<file path="src/rtl/cg_timer_pkg.sv">
// cg_timer_pkg: shared state encoding, mode codes and expiry limit for the timer control stage
package cg_timer_pkg;

    typedef enum logic [1:0] {
        IDLE   = 2'd0,
        RUN    = 2'd1,
        PAUSED = 2'd2,
        DONE   = 2'd3
    } timer_state_t;

    localparam logic       MODE_ONESHOT  = 1'b0;
    localparam logic       MODE_PERIODIC = 1'b1;
    localparam logic [7:0] EXPIRY_MAX    = 8'd255;

endpackage

</file>
<file path="src/rtl/cg_timer_ctrl_prescaler.sv">
// cg_prescaler: divides the run clock into one tick every i_div+1 enabled cycles
module cg_prescaler #(
    parameter int PRESC_WIDTH = 8
) (
    input  logic                   i_clk,
    input  logic                   i_rstn,
    input  logic                   i_en,
    input  logic                   i_restart,
    input  logic [PRESC_WIDTH-1:0] i_div,
    output logic                   o_tick
);

    logic [PRESC_WIDTH-1:0] r_cnt;

    assign o_tick = r_cnt == i_div;

    // count 0..i_div while enabled, restart from 0 on start/reload, freeze otherwise
    always_ff @(posedge i_clk or negedge i_rstn) begin
        if (!i_rstn)
            r_cnt <= '0;
        else if (i_restart)
            r_cnt <= '0;
        else if (i_en)
            r_cnt <= o_tick ? '0 : r_cnt + 1'b1;
    end

endmodule

</file>
<file path="src/rtl/cg_timer_ctrl.sv">
// cg_timer_ctrl: timer control for a free-running counter; prescaler optional via CG_TIMER_PRESCALE_EN
module cg_timer_ctrl
    import cg_timer_pkg::*;
#(
    parameter int DATA_WIDTH  = 32,
    parameter int PRESC_WIDTH = 8
) (
    input  logic                  i_clk,
    input  logic                  i_rstn,
    input  logic                  i_start,
    input  logic                  i_halt,
    input  logic                  i_resume,
    input  logic                  i_clear,
    input  logic                  i_mode,
    input  logic [DATA_WIDTH-1:0] i_load,
    input  logic [DATA_WIDTH-1:0] i_compare,
    input  logic [DATA_WIDTH-1:0] i_count,
`ifdef CG_TIMER_PRESCALE_EN
    input  logic [PRESC_WIDTH-1:0] i_presc,
`endif
    output logic                  o_prst,
    output logic                  o_stop,
    output logic [DATA_WIDTH-1:0] o_default,
    output logic                  o_irq,
    output logic [1:0]            o_state,
    output logic [7:0]            o_expiries
);

    timer_state_t          r_state, state_d;
    logic                  r_mode;
    logic [DATA_WIDTH-1:0] r_load, r_compare, dflt;
    logic [7:0]            r_exp;
    logic                  r_irq, irq_d, tick, match, prst, stop;

`ifdef CG_TIMER_PRESCALE_EN
    logic [PRESC_WIDTH-1:0] r_presc;

    // divisor is captured with the rest of the configuration on start
    always_ff @(posedge i_clk or negedge i_rstn) begin
        if (!i_rstn)
            r_presc <= '0;
        else if (!i_clear && i_start)
            r_presc <= i_presc;
    end

    cg_prescaler #(.PRESC_WIDTH(PRESC_WIDTH)) u_prescaler (
        .i_clk     (i_clk),
        .i_rstn    (i_rstn),
        .i_en      (r_state == RUN),
        .i_restart (i_clear || i_start || (match && r_mode == MODE_PERIODIC)),
        .i_div     (r_presc),
        .o_tick    (tick)
    );
`else
    assign tick = 1'b1;
`endif

    assign match = r_state == RUN && tick && i_count == r_compare;

    // next state and counter controls, priority clear > start > match > halt > resume
    always_comb begin
        state_d = r_state;
        prst    = 1'b0;
        stop    = 1'b1;
        dflt    = '0;
        irq_d   = 1'b0;
        if (i_clear) begin
            prst    = 1'b1;
            state_d = IDLE;
        end else if (i_start) begin
            prst    = 1'b1;
            dflt    = i_load;
            state_d = RUN;
        end else if (match) begin
            irq_d = 1'b1;
            if (r_mode == MODE_PERIODIC) begin
                prst    = 1'b1;
                dflt    = r_load;
                state_d = i_halt ? PAUSED : RUN;
            end else
                state_d = DONE;
        end else if (r_state == RUN) begin
            stop    = !tick;
            state_d = i_halt ? PAUSED : RUN;
        end else if (r_state == PAUSED && i_resume)
            state_d = RUN;
    end

    // state register
    always_ff @(posedge i_clk or negedge i_rstn) begin
        if (!i_rstn)
            r_state <= IDLE;
        else
            r_state <= state_d;
    end

    // configuration shadows, interrupt pulse and saturating expiry count
    always_ff @(posedge i_clk or negedge i_rstn) begin
        if (!i_rstn) begin
            r_mode    <= MODE_ONESHOT;
            r_load    <= '0;
            r_compare <= '0;
            r_irq     <= 1'b0;
            r_exp     <= '0;
        end else begin
            r_irq <= irq_d;
            if (i_clear)
                r_exp <= '0;
            else if (i_start) begin
                r_mode    <= i_mode;
                r_load    <= i_load;
                r_compare <= i_compare;
                r_exp     <= '0;
            end else if (match && r_exp != EXPIRY_MAX)
                r_exp <= r_exp + 8'd1;
        end
    end

    assign o_prst     = i_rstn && prst;
    assign o_stop     = !i_rstn || stop;
    assign o_default  = i_rstn ? dflt : '0;
    assign o_irq      = r_irq;
    assign o_state    = r_state;
    assign o_expiries = r_exp;

endmodule

</file>
<file path="config.mk">
export PLATFORM = sky130hd
export DESIGN_NAME = cg_timer_ctrl
export DESIGN_NICKNAME = d
export VERILOG_FILES = /design/src/rtl/cg_timer_pkg.sv /design/src/rtl/cg_timer_ctrl_prescaler.sv /design/src/rtl/cg_timer_ctrl.sv
export SDC_FILE = /design/constraint.sdc
export NUM_CORES = 1
export LEC_CHECK = 0
export ABC_CLOCK_PERIOD_IN_PS = 3400
export CORE_ASPECT_RATIO = 1.75
export CORE_MARGIN = 2
export CORE_UTILIZATION = 44
export CTS_CLUSTER_SIZE = 10
export DETAILED_ROUTE_END_ITERATION = 12
export MAX_ROUTING_LAYER = met4
export PLACE_DENSITY_LB_ADDON = 0.05
export SYNTH_ARGS = -nofsm -noshare
export SYNTH_HDL_FRONTEND = slang
export SYNTH_SLANG_ARGS = --single-unit
</file>
<file path="constraint.sdc">
create_clock -name i_clk -period 3.4 [get_ports i_clk]
set_clock_uncertainty 0.2 [all_clocks]
set_input_delay 0.68 -clock i_clk [delete_from_list [all_inputs] [get_ports i_clk]]
set_output_delay 0.68 -clock i_clk [all_outputs]
set_load 0.01 [all_outputs]
</file>
==> impl_metrics.toml <==
[status]
status = "finished, violations left"
failed_checks = "setup timing"

[floorplanning]
start_util_pct = 44.8
placeableCoreArea_um2 = 8260
die_w_um = 73.3
die_outline_area_um2 = 9190
fp-row-count = 44
io-pin-count = 148
floorplan.die.height_um = 125

[detailed_routing]
routed.top_layer = "met4"
wl_um = 10600
met3_wl_um = 431
wirelength_met1_um = 3750
num_vias = 3076
route.detailed.drc = 0
met2WireLength_um = 6250
detail_route.iter0.violations = 138
routed_wire_length_per_instance_um = 18.8
drt.antenna.violating_nets = 0
viasPerCell = 5.44
firstDrtPassIters = 4

[clock_tree]
clock_tree_from_tritoncts = "built"
cts_buffers = 9
cts_sinks = 76
max-clock-path-buffers = 2
postCtsHoldBufs = 0
cts_max_level = 3
clkTransAtPathRegs_ns = 0.06
clk_root_buffer_cell = "sky130_fd_sc_hd__clkbuf_16"
clock_latency_ns = 0.34

[synthesis]
synth_area_per_cell_um2 = 12.6
synth.area.top_cells = "sky130_fd_sc_hd__dfrtp_1, sky130_fd_sc_hd__mux2_2, sky130_fd_sc_hd__a22o_1, sky130_fd_sc_hd__xor2_1, sky130_fd_sc_hd__nand2_1"
postSynth.asyncResetShare_pct = 100
synth_top_cells_by_count = "sky130_fd_sc_hd__dfrtp_1, sky130_fd_sc_hd__mux2_2, sky130_fd_sc_hd__a22o_1, sky130_fd_sc_hd__xor2_1, sky130_fd_sc_hd__nand2_1"
netlist_instances = 293
netlist_cell_types = 35
syn_nets = 397
yosysTopAreaCellShare_pct = 51.4
yosysTopAreaCell = "sky130_fd_sc_hd__dfrtp_1"
synth_edf_count = 0
synth.cell_area_um2 = 3700
synth-seq-area-share_pct = 51.4
synth_warnings = 0
synthFlopType = "sky130_fd_sc_hd__dfrtp_1"
library_cell_with_the_highest_instance_count_after_synthesis = "sky130_fd_sc_hd__dfrtp_1"
synthesis_stage_register_bit_count = 76

[pwr]
sequentialPowerShare_pct = 40.9
netSwitchingFraction_pct = 22.7
p_per_area_nw_per_um2 = 462
switchingPower_mw = 0.609
power_frac_clock_pct = 43.1
leak_pwr_nw = 2.53
vdd_ir_drop_max_mv = 0.347
internal-power_mw = 2.07
power.share.combinational_pct = 16.0

[min_path]
hold_path_class = "in -> async"

[setup_path]
timing.setup.critical_path_class = "in -> out"
cpMaxStageDelayCell = "sky130_fd_sc_hd__or3_4"
crit_path_start_kind = "input pin"
critical_path.cell_chain = "buf_6 -> xor2_2 -> nor4_4 -> nand3_2 -> buf_6 -> or3_4 -> nor2_4 -> buf_6 -> buf_16 -> a22o_1 -> buf_2"
timing.reg2reg.setup_slack_ns = -0.03
crit_family = "simple AND/OR/NAND/NOR gates"
largest_stage_delay_on_the_critical_path_ns = 0.38
crit_top_cell = "sky130_fd_sc_hd__buf_6"
endpoint_kind = "primary output"
cp_max_fo = 8
cp_data_arrival_time_ns = 2.68
timing.critical_path.required_ns = 2.52
critPathBufInv = 5

[sta]
timing.hold.ws_ns = 0.193
maxClockFrequency_mhz = 281
fin_crit_ns = 3.56
finalHoldViolCount = 0
slew_headroom_pct = 43.8
worst_slew_pin_slew_ns = 0.844
totalNegativeSetupSlack_ns = -3.29
worst_slack_ns = -0.161
final.period_utilization_pct = 105
drv_slew = 0
unrepaired_setup_endpoints_after_global_routing = "true"
finalSetupViolations = 34

[flow_run]
drv.max_cap_violation_count = 0

[global_routing]
grt_start_max_net_pins = 66
number_of_antenna_violations_at_the_first_check_in_global_routing = 0
track_usage_pct = 24.3
grt_first_pass_wirelength_um = 16300
first_global_vias = 3294
global_route.overflow_total = 0

[finish]
antenna_cells = 0
net_count_final = 573
share_of_the_core_filled_with_cells_pct = 70.3
layout-drive-gt1-share_pct = 39.1
areaGrowthSynthToFinish_pct = 56.9

[placement]
port_buffers = 147
place.gp.congestion = 0.756
post-dp-hpwl_um = 6910
==> power groups by stage <==
| stage | combinational (mW) | clock, mW | sequential, mW |
|---|---|---|---|
| 6_report | 0.429 | 1.16 | 1.10 |
| 5_1_grt | 0.466 | 1.21 | 1.11 |
| 4_1_cts | 0.417 | 1.17 | 1.09 |
| 3_5_place_dp | 0.419 | 0 | 1.11 |
| 3_3_place_gp | 0.408 | 0 | 1.10 |
| 2_1_floorplan | 0.209 | 0 | 1.09 |
==> cell usage in the layout (no fill, tap or decap), drive strengths merged, types with 3 or more instances in the layout <==
master,n
buf,83
clkdlybuf4s50,80
dfrtp,76
mux2,65
a22o,32
xor2,32
clkbuf,13
nand2,11
nor4,9
clkdlybuf4s15,8
dlygate4sd2,7
nor2,6
a21oi,5
nand3,5
bufinv,4
or3,4
or4,4
o31ai,3
inv,3
==> sequential cells by signal, indices dropped and copies added, names as in the netlist <==
name        count
o_expiries      8
o_irq           1
o_state         2
r_compare      32
r_load         32
r_mode          1
==> worst register-to-register path, delay by kind of cell, from the launching register on <==
kind / cells / cell delay [ns]
and+or+nand+nor: 5 / 1.55
buffers and inverters: 9 / 1.01
DFF: 1 / 0.41
xor gates and xnor gates: 1 / 0.20
==> cell families (layout without fill, tap and decap cells) <==
logic type / Yosys count / count (layout) / share of synthesized area (%)
buffers and inverters: 19 / 199 / 2.06
AND/OR/NAND/NOR: 50 / 50 / 7.81
AO/OA/AOI/OAI: 48 / 48 / 10.5
adder cells (fa/ha/maj): 1 / 1 / 0.338
flip-flops: 76 / 76 / 51.4
XOR/XNOR: 32 / 32 / 7.57
multiplexers: 67 / 67 / 20.3
==> layer usage <==
| layer | GRT usage (%) | vias up |
|---|---|---|
| met5 | - | - |
| met1 | 24.7 | 1536 |
| met2 | 44.8 | 95 |
| met4 | 10.6 | 0 |
| li1 | - | 1431 |
| met3 | 2.82 | 14 |
==> final timing paths <==
check / end / from / depth (start not counted)
min in group i_clk: r_load[21]$_DFFE_PN0P_ / r_load[21]$_DFFE_PN0P_ / 1
setup / recovery: o_default[5] / i_count[8] / 11
hold reg to reg: r_load[21]$_DFFE_PN0P_ / r_load[21]$_DFFE_PN0P_ / 1
setup reg to reg: o_expiries[7]$_DFFE_PN0P_ / r_compare[23]$_DFFE_PN0P_ / 15
hold / removal: o_state[1]$_DFFE_PN0P_ / i_rstn / 2
max in group asynchronous: r_compare[24]$_DFFE_PN0P_ / i_rstn / 2
==> repair_timing <==
item                                    CTS  global route
gates resized for setup                 233            25
hold endpoints to repair                  0             0
pin swaps                                37            22
cloned                                    3             0
setup buffers                            20             2
endpoints found under the setup margin   34            35
==> cell type report <==
class	count	area, um^2
clock buffer	10	229
clock inverter	5	125
fill	653	2450
inverter	3	11.3
multi-input combinational	198	1830
sequential	76	1900
tap	92	115
timing repair buffer	181	1590
==> stage by stage <==
step	worst slack [ns]	cells	area (um^2)	total power, mW
2_1_floorplan	0.308	293	3700	1.30
3_3_place_gp	-0.901	529	5350	1.51
3_5_place_dp	-0.931	529	5350	1.53
4_1_cts	-0.116	567	5770	2.68
5_1_grt	-0.244	565	5810	2.78
6_report	-0.161	565	5810	2.68
Note: power is estimated with default switching activity, not from simulation.
